[config.mk]
export PLATFORM = sky130hd
export DESIGN_NAME = mpadder_arbiter
export DESIGN_NICKNAME = d
export VERILOG_FILES = /design/src/rtl/mpadder_arbiter.sv
export SDC_FILE = /design/constraint.sdc
export NUM_CORES = 1
export LEC_CHECK = 0
export BUFFER_PORTS_ARGS = -buffer_cell sky130_fd_sc_hd__buf_2
export CAP_MARGIN = 40
export CORE_AREA = 4 4 407 409
export CTS_BUF_LIST = sky130_fd_sc_hd__clkbuf_4 sky130_fd_sc_hd__clkbuf_8 sky130_fd_sc_hd__clkbuf_16
export DETAILED_ROUTE_END_ITERATION = 16
export DIE_AREA = 0 0 411 413
export PLACE_DENSITY = 0.34
export SYNTH_ARGS = -nofsm -noshare
export SYNTH_HDL_FRONTEND = slang
export SYNTH_SLANG_ARGS = --single-unit
[constraint.sdc]
create_clock -name clk -period 2.55 [get_ports clk]
set_input_delay 0.3825 -clock clk [delete_from_list [all_inputs] [get_ports clk]]
set_output_delay 0.3825 -clock clk [all_outputs]
set_load 0.03 [all_outputs]
[src/rtl/mpadder_arbiter.sv]
// Round-robin sequencer sharing one 128-bit multi-precision adder between two requesters.
// Optional WAIT-state abort is compiled in with `define MPARB_TIMEOUT_EN.
module mpadder_arbiter #(
  parameter int unsigned TIMEOUT_CYCLES = 1024
) (
  input  logic         clk,
  input  logic         resetn,
  input  logic         req0_valid,
  input  logic [127:0] req0_a,
  input  logic [127:0] req0_b,
  output logic         req0_ready,
  input  logic         req1_valid,
  input  logic [127:0] req1_a,
  input  logic [127:0] req1_b,
  output logic         req1_ready,
  output logic         add_start,
  output logic [127:0] add_a,
  output logic [127:0] add_b,
  input  logic [128:0] add_c,
  input  logic         add_done,
  output logic         res_valid,
  output logic         res_id,
  output logic [128:0] res_c,
  output logic         res_err,
  output logic [1:0]   dbg_state
);

  // Handshake: a requester's operands transfer on the rising edge where valid && ready.
  typedef enum logic [1:0] {S_IDLE, S_ISSUE, S_WAIT, S_RESP} state_t;

  localparam logic [15:0] TERM_CNT = 16'(TIMEOUT_CYCLES - 1);

  state_t       state_q, state_d;
  logic         last_grant_q, last_grant_d;
  logic         owner_q, owner_d;
  logic         add_start_q, add_start_d;
  logic [127:0] add_a_q, add_a_d;
  logic [127:0] add_b_q, add_b_d;
  logic         res_valid_q, res_valid_d;
  logic         res_id_q, res_id_d;
  logic [128:0] res_c_q, res_c_d;
  logic         res_err_q, res_err_d;
  logic         grant_id;
  logic         xfer;
  logic         timeout_hit;

  // Contention goes to the requester that did not own the previous result.
  always_comb begin
    grant_id = 1'b1;
    if (req0_valid) grant_id = req1_valid ? ~last_grant_q : 1'b0;
    xfer = (state_q == S_IDLE) && (req0_valid || req1_valid);
  end

  assign req0_ready = (state_q == S_IDLE) && req0_valid && (grant_id == 1'b0);
  assign req1_ready = (state_q == S_IDLE) && req1_valid && (grant_id == 1'b1);

`ifdef MPARB_TIMEOUT_EN
  logic [15:0] cnt_q, cnt_d;

  always_comb cnt_d = (state_q == S_WAIT) ? cnt_q + 16'd1 : 16'd0;

  always_ff @(posedge clk) begin
    if (!resetn) cnt_q <= 16'd0;
    else         cnt_q <= cnt_d;
  end

  assign timeout_hit = (state_q == S_WAIT) && !add_done && (cnt_q == TERM_CNT);
`else
  logic unused_timeout;
  assign unused_timeout = ^TERM_CNT;
  assign timeout_hit    = 1'b0;
`endif

  always_ff @(posedge clk) begin
    if (!resetn) begin
      state_q      <= S_IDLE;
      last_grant_q <= 1'b1;
      owner_q      <= 1'b0;
      add_start_q  <= 1'b0;
      add_a_q      <= '0;
      add_b_q      <= '0;
      res_valid_q  <= 1'b0;
      res_id_q     <= 1'b0;
      res_c_q      <= '0;
      res_err_q    <= 1'b0;
    end else begin
      state_q      <= state_d;
      last_grant_q <= last_grant_d;
      owner_q      <= owner_d;
      add_start_q  <= add_start_d;
      add_a_q      <= add_a_d;
      add_b_q      <= add_b_d;
      res_valid_q  <= res_valid_d;
      res_id_q     <= res_id_d;
      res_c_q      <= res_c_d;
      res_err_q    <= res_err_d;
    end
  end

  always_comb begin
    state_d = state_q;
    case (state_q)
      S_IDLE:  if (xfer) state_d = S_ISSUE;
      S_ISSUE: state_d = S_WAIT;
      S_WAIT:  if (add_done || timeout_hit) state_d = S_RESP;
      S_RESP:  state_d = S_IDLE;
      default: state_d = S_IDLE;
    endcase
  end

  // Pulses are registered from the next state so they line up with ISSUE and RESP.
  always_comb begin
    last_grant_d = last_grant_q;
    owner_d      = owner_q;
    add_a_d      = add_a_q;
    add_b_d      = add_b_q;
    res_id_d     = res_id_q;
    res_c_d      = res_c_q;
    res_err_d    = res_err_q;
    add_start_d  = (state_d == S_ISSUE);
    res_valid_d  = (state_d == S_RESP);
    if (xfer) begin
      owner_d = grant_id;
      add_a_d = grant_id ? req1_a : req0_a;
      add_b_d = grant_id ? req1_b : req0_b;
    end
    if (state_q == S_WAIT) begin
      if (add_done) begin
        res_c_d   = add_c;
        res_err_d = 1'b0;
        res_id_d  = owner_q;
      end else if (timeout_hit) begin
        res_c_d   = '0;
        res_err_d = 1'b1;
        res_id_d  = owner_q;
      end
    end
    if (state_q == S_RESP) last_grant_d = owner_q;
  end

  assign add_start = add_start_q;
  assign add_a     = add_a_q;
  assign add_b     = add_b_q;
  assign res_valid = res_valid_q;
  assign res_id    = res_id_q;
  assign res_c     = res_c_q;
  assign res_err   = res_err_q;
  assign dbg_state = state_q;

endmodule

; ---- Yosys cells after proc, flatten, opt, wreduce, memory -nomap -nowiden
; Index checks and enable logic that the tools add are counted.
[word_totals]
ff_bits = 392
wordCells = 31
out_inout_bits = 393
[classes]
eq_ne = 5
muxes = 7
bitwise = 2
n_reduce_logical = 8
[ops]
columns = cell, n
row1 = $mux 128, 2
row2 = $pmux 2 s4, 1
row3 = $eq 2x2->1 const B, 3
row4 = $logic_and 1x1->1, 5
row5 = $eq 2x1->1 const B, 2
row6 = $mux 2, 2
row7 = $logic_not 2->1, 1
row8 = $mux 1, 2
row9 = $not 1->1, 2
row10 = $reduce_and 2->1, 1
row11 = $logic_or 1x1->1, 1

; ---- Depth between registers and ports, before layout
[logic_depth]
word_depth = 5
depth_mapped = 8
depth_no_buf = 5

; ---- Least setup slack after synthesis
; OpenSTA, ideal clock, no wires.
[synth_path]
path_type = input to output
from = input req1_valid
to = output req1_ready
required_time_ps = 2168
n_path_buf = 3
arrival_time_ps = 1399
path_slack_ps = 768
cell_stages = 5
path_cell_list = nand2b_1 buf_2 buf_2 buf_4 a21oi_1
[synth_between]
elab_chain_cells = 3
elab_cells_between_ends = 4
cone_classes = mux: 2 / reduce/logical: 2
[synth_rtl]
columns = element, line
row1 = from (decl), 12  ; input logic req1_valid,
row2 = $mux 1 (2 in series), 50  ; if (req0_valid) grant_id = req1_valid ? ~last_grant_q : 1'b0;
row3 = $logic_and 1x1->1 (*), 55  ; assign req1_ready = (state_q == S_IDLE) && req1_valid && (grant_id == 1'b1);
row4 = to (decl), 15  ; output logic req1_ready,
; Mark *: on every way between the ends. The rest lies on a longest branch, timed or not.

; ---- Worst setup path after layout
[layout_path]
from = register last_grant_q
to = register add_a_q[13], in the netlist add_a[13]
[layout_between]
elab_chain_cells = 4
[layout_rtl]
columns = element, line
row1 = from (decl), 34  ; logic last_grant_q, last_grant_d;
row2 = from (signal assigned), 88  ; last_grant_q <= last_grant_d;
row3 = $not 1->1, 50
row4 = $mux 1 (2 in series), 50
row5 = $mux 128, 124  ; add_a_d = grant_id ? req1_a : req0_a;
row6 = to (signal assigned), 80  ; add_a_q <= '0;
row7 = to (signal assigned), 91  ; add_a_q <= add_a_d;
row8 = to (decl), 37  ; logic [127:0] add_a_q, add_a_d;
; No other way between the ends.
; A chain may end at the register's enable or synchronous reset.

==> Flow_metrics.wiki <==
{| class="wikitable"
! Metric !! Value
|-
| Clock insertion delay at the later pin of the skew report || 0.65 ns
|-
| Power, Total || 31.9 mW
|-
| CTS tree || yes
|-
| Overall overflow remaining after global route || 0
|-
| Final TNS setup || 0 ns
|-
| P per Cell Area || 1040 nW/um^2
|-
| Pins Over Slew Limit || 0
|-
| Row Count || 148
|-
| Clock period minus worst slack || 2.37 ns
|-
| Portion of the clock cycle consumed by the worst path in the final layout || 93.0%
|-
| Post-route DRC violation count || 0
|-
| Number of H-tree levels || 2
|-
| Startpoint Class || flip-flop
|-
| Flop and latch count out of synthesis || 392
|-
| Number of max-cap violations || 0
|-
| Max Fanout on Critical Path || between 40 and 50
|-
| Leading area contributor after synthesis || sky130_fd_sc_hd__dfxtp_1
|-
| Worst slew pin tran || roughly 0.78 ns
|-
| HPWL after detailed placement || 94000 um
|-
| Final instance area || about 31000 sq um
|-
| Clock net sink count || 392
|-
| Critical path start-end classification || reg2reg
|-
| Vias || 22339
|-
| Count of endpoints failing setup in the final report || 0
|-
| Achievable clock frequency || 0.421 GHz
|-
| Sequential cell area || 7850 sq um
|-
| Maximum clock insertion buffer count || 3
|-
| Post-layout net count || roughly 4100
|-
| Height of the chip || around 410 um
|-
| Relative slew slack || 47.9%
|-
| Portion of synthesized cell area occupied by the leading cell type || 47.4%
|-
| Worst-case reg-to-reg path depth || 6
|-
| CP max-delay cell || sky130_fd_sc_hd__dlygate4sd3_1
|-
| Critical path's largest stage delay || 0.57 ns
|-
| Average via count per standard cell || between 3 and 4
|-
| Number of fillers in the final layout || approximately 19000
|-
| Multi-input gate area in the final layout || 7620 sq um
|-
| Cells along the critical path || and2b_4 > buf_12 > buf_4 > o21ai_0 > a21oi_1 > dlygate4sd3_1
|-
| Instance area at placement || 24400 sq um
|-
| Number of antenna violations at the first check in global routing || 52
|-
| Overall routing resource usage || 13.7%
|-
| Unique masters post-synth || 28
|-
| Crit path arrival time || 2.95 ns
|-
| Cells after synthesis || 2078
|-
| Clock-pin slew reported for the worst setup and hold paths after clock tree synthesis || 0.06 ns
|-
| Proportion of layout cells with a drive suffix above 1 || a little over a third
|-
| Hold violation count in the final report || 0
|-
| Count of buffer and inverter cells on the critical path || 3
|-
| Initial standard-cell utilization of the core || between 10% and 20%
|-
| Share of the yosys chip area belonging to registers || between 40% and 50%
|-
| Number of port buffers || 1037
|-
| Synthesized Nets || 2728
|-
| Clock Skew || around 0.05 ns
|-
| Ys Warns || 0
|-
| IR drop worst, VDD || 0.499 mV
|-
| Average routed wire per standard cell || 22.3 um
|-
| Crit path depth || 6
|-
| CTS root buf || sky130_fd_sc_hd__clkbuf_16
|-
| Number of global-route vias before repair || 22676
|-
| Global placement routability congestion || 0.881
|-
| Post-synthesis instance area || ~17000 sq um
|-
| Kind of path behind the tightest hold check || in2reg
|-
| Total leakage power || 13.1 nW
|-
| Cell types with the largest area share after synthesis || sky130_fd_sc_hd__dfxtp_1, sky130_fd_sc_hd__o21ai_0, sky130_fd_sc_hd__a31oi_1
|-
| IO Pins || 1039
|-
| Initial DRC Count || 1670
|-
| Most common cell after layout, fill and taps aside || sky130_fd_sc_hd__buf_2
|-
| First-pass GRT wire length || 170000 um
|-
| Routed Antenna Nets || 0
|-
| RSZ-0062 raised after global routing || no
|-
| CTS Buf Count || 53
|-
| Iteration count of the initial detailed-routing pass || 5
|-
| Most frequent cells in the layout || sky130_fd_sc_hd__buf_2, sky130_fd_sc_hd__dlygate4sd3_1, sky130_fd_sc_hd__o21ai_0
|-
| Endpoint type of the worst setup path || flip-flop
|-
| Run status || finished, final reports clean
|-
| Largest net degree at the start of global routing || 125
|-
| Total wire length after detailed routing || 127000 um
|-
| Worst setup slack for register-to-register paths || 0.18 ns
|-
| Required time worst endpoint || 3.13 ns
|-
| Die width || 411 um
|-
| Area overhead of the layout relative to synthesis || 85.6%
|-
| Core area || 162000 sq um
|-
| Cell depth of the worst hold path || 3
|-
| Synth Area per Inst || 7.97 sq um
|-
| Family of cells with the greatest summed delay on the critical path || buffers and inverters
|-
| Die footprint || about 170000 sq um
|}
-- worst min-delay path: cells and delay by family --
kind	cells	cell delay (ns)
buffers and inverters	1	0.08
AO/OA/AOI/OAI	2	0.20
-- flip-flops by register name, summed over array words and instances (netlist names), 2 cells and up --
signal     cells
add_a        128
add_b        128
dbg_state      2
res_c        129
-- stage by stage --
| stage | hold WS (ns) | worst slack (ns) | util [%] | std cells |
|---|---|---|---|---|
| 6_report | 0.0697 | 0.177 | 19.0 | 5687 |
| 5_1_grt | 0.0194 | 0.0101 | 19.0 | 5681 |
| 4_1_cts | 0.0000350 | 0.0463 | 18.9 | 5659 |
| 3_5_place_dp | 0.441 | 0.207 | 15.0 | 5133 |
| 3_3_place_gp | 0.439 | 0.230 | 15.0 | 5133 |
| 2_1_floorplan | 0.448 | 0.768 | - | 2078 |
-- metal layers --
metal / global-route usage, % / part of all wire [%] / vias up
met5: 0 / 0.057 / -
met4: 4.42 / 3.1 / 10
met3: 3.88 / 8.4 / 192
met2: 23.9 / 49 / 993
met1: 16.2 / 39 / 10877
li1: - / - / 10267
-- power by group --
group | switching (mW) | internal (mW) | total, mW
sequential | 1.18 | 7.98 | 9.16
clock | 3.31 | 4.72 | 8.03
combinational | 9.85 | 4.83 | 14.7
-- final timing paths --
kind                     end          from
setup / recovery   add_a[13]  last_grant_q
setup reg to reg   add_a[13]  last_grant_q
hold reg to reg   res_c[115]    res_c[115]
hold / removal     add_a[39]    req0_a[39]
-- Yosys cell counts --
library cell and number:
sky130_fd_sc_hd__clkbuf_2 18, sky130_fd_sc_hd__a21boi_1 75, sky130_fd_sc_hd__nor2_1 3, sky130_fd_sc_hd__dfxtp_1 392
sky130_fd_sc_hd__conb_1 1, sky130_fd_sc_hd__buf_6 4, sky130_fd_sc_hd__o21ai_1 98, sky130_fd_sc_hd__a21boi_0 55
sky130_fd_sc_hd__and3_1 1, sky130_fd_sc_hd__ha_1 4, sky130_fd_sc_hd__inv_1 4, sky130_fd_sc_hd__o21ai_2 1
sky130_fd_sc_hd__buf_2 97, sky130_fd_sc_hd__clkbuf_1 107, sky130_fd_sc_hd__a31oi_1 256, sky130_fd_sc_hd__buf_4 9
sky130_fd_sc_hd__and2_1 2, sky130_fd_sc_hd__mux2i_1 1, sky130_fd_sc_hd__nand2b_1 2, sky130_fd_sc_hd__and2b_2 1
sky130_fd_sc_hd__o21a_2 1, sky130_fd_sc_hd__buf_1 8, sky130_fd_sc_hd__o221ai_1 1, sky130_fd_sc_hd__o21a_1 1
sky130_fd_sc_hd__inv_2 1, sky130_fd_sc_hd__o21ai_0 415, sky130_fd_sc_hd__nand2_1 263, sky130_fd_sc_hd__a21oi_1 257
-- logic make-up (layout without fill, tap and decap cells) --
kind of cell | Yosys count | in the layout | synth area share, %
buffers and inverters | 248 | 1660 | 6.88
muxes | 1 | 1 | 0.0605
and+or+nand+nor | 272 | 272 | 6.27
adders and majority gates | 4 | 4 | 0.302
AOI/OAI and AO/OA | 1160 | 1160 | 39.1
DFF | 392 | 392 | 47.4
other | 1 | 23 | 0.0227
-- timing repair --
action,4_1_cts,5_1_grt
setup buffers,0,4
gates cloned,0,2
endpoints found under the hold margin,344,0
gates resized for setup,6,3
pin swaps,0,0
hold buffers,430,0
endpoints found under the setup margin,2,28
-- final cells by class --
| cell class | instances | area share, % |
|---|---|---|
| flip-flops and latches | 392 | 25.5 |
| clock inverters | 15 | 0.757 |
| diodes | 22 | 0.179 |
| multi-input cells | 1438 | 24.8 |
| well taps | 2175 | 8.86 |
| clock buffers | 81 | 5.29 |
| inverters | 5 | 0.0855 |
| repair buffers | 1559 | 34.5 |
Note: power is estimated with default switching activity, not from simulation.
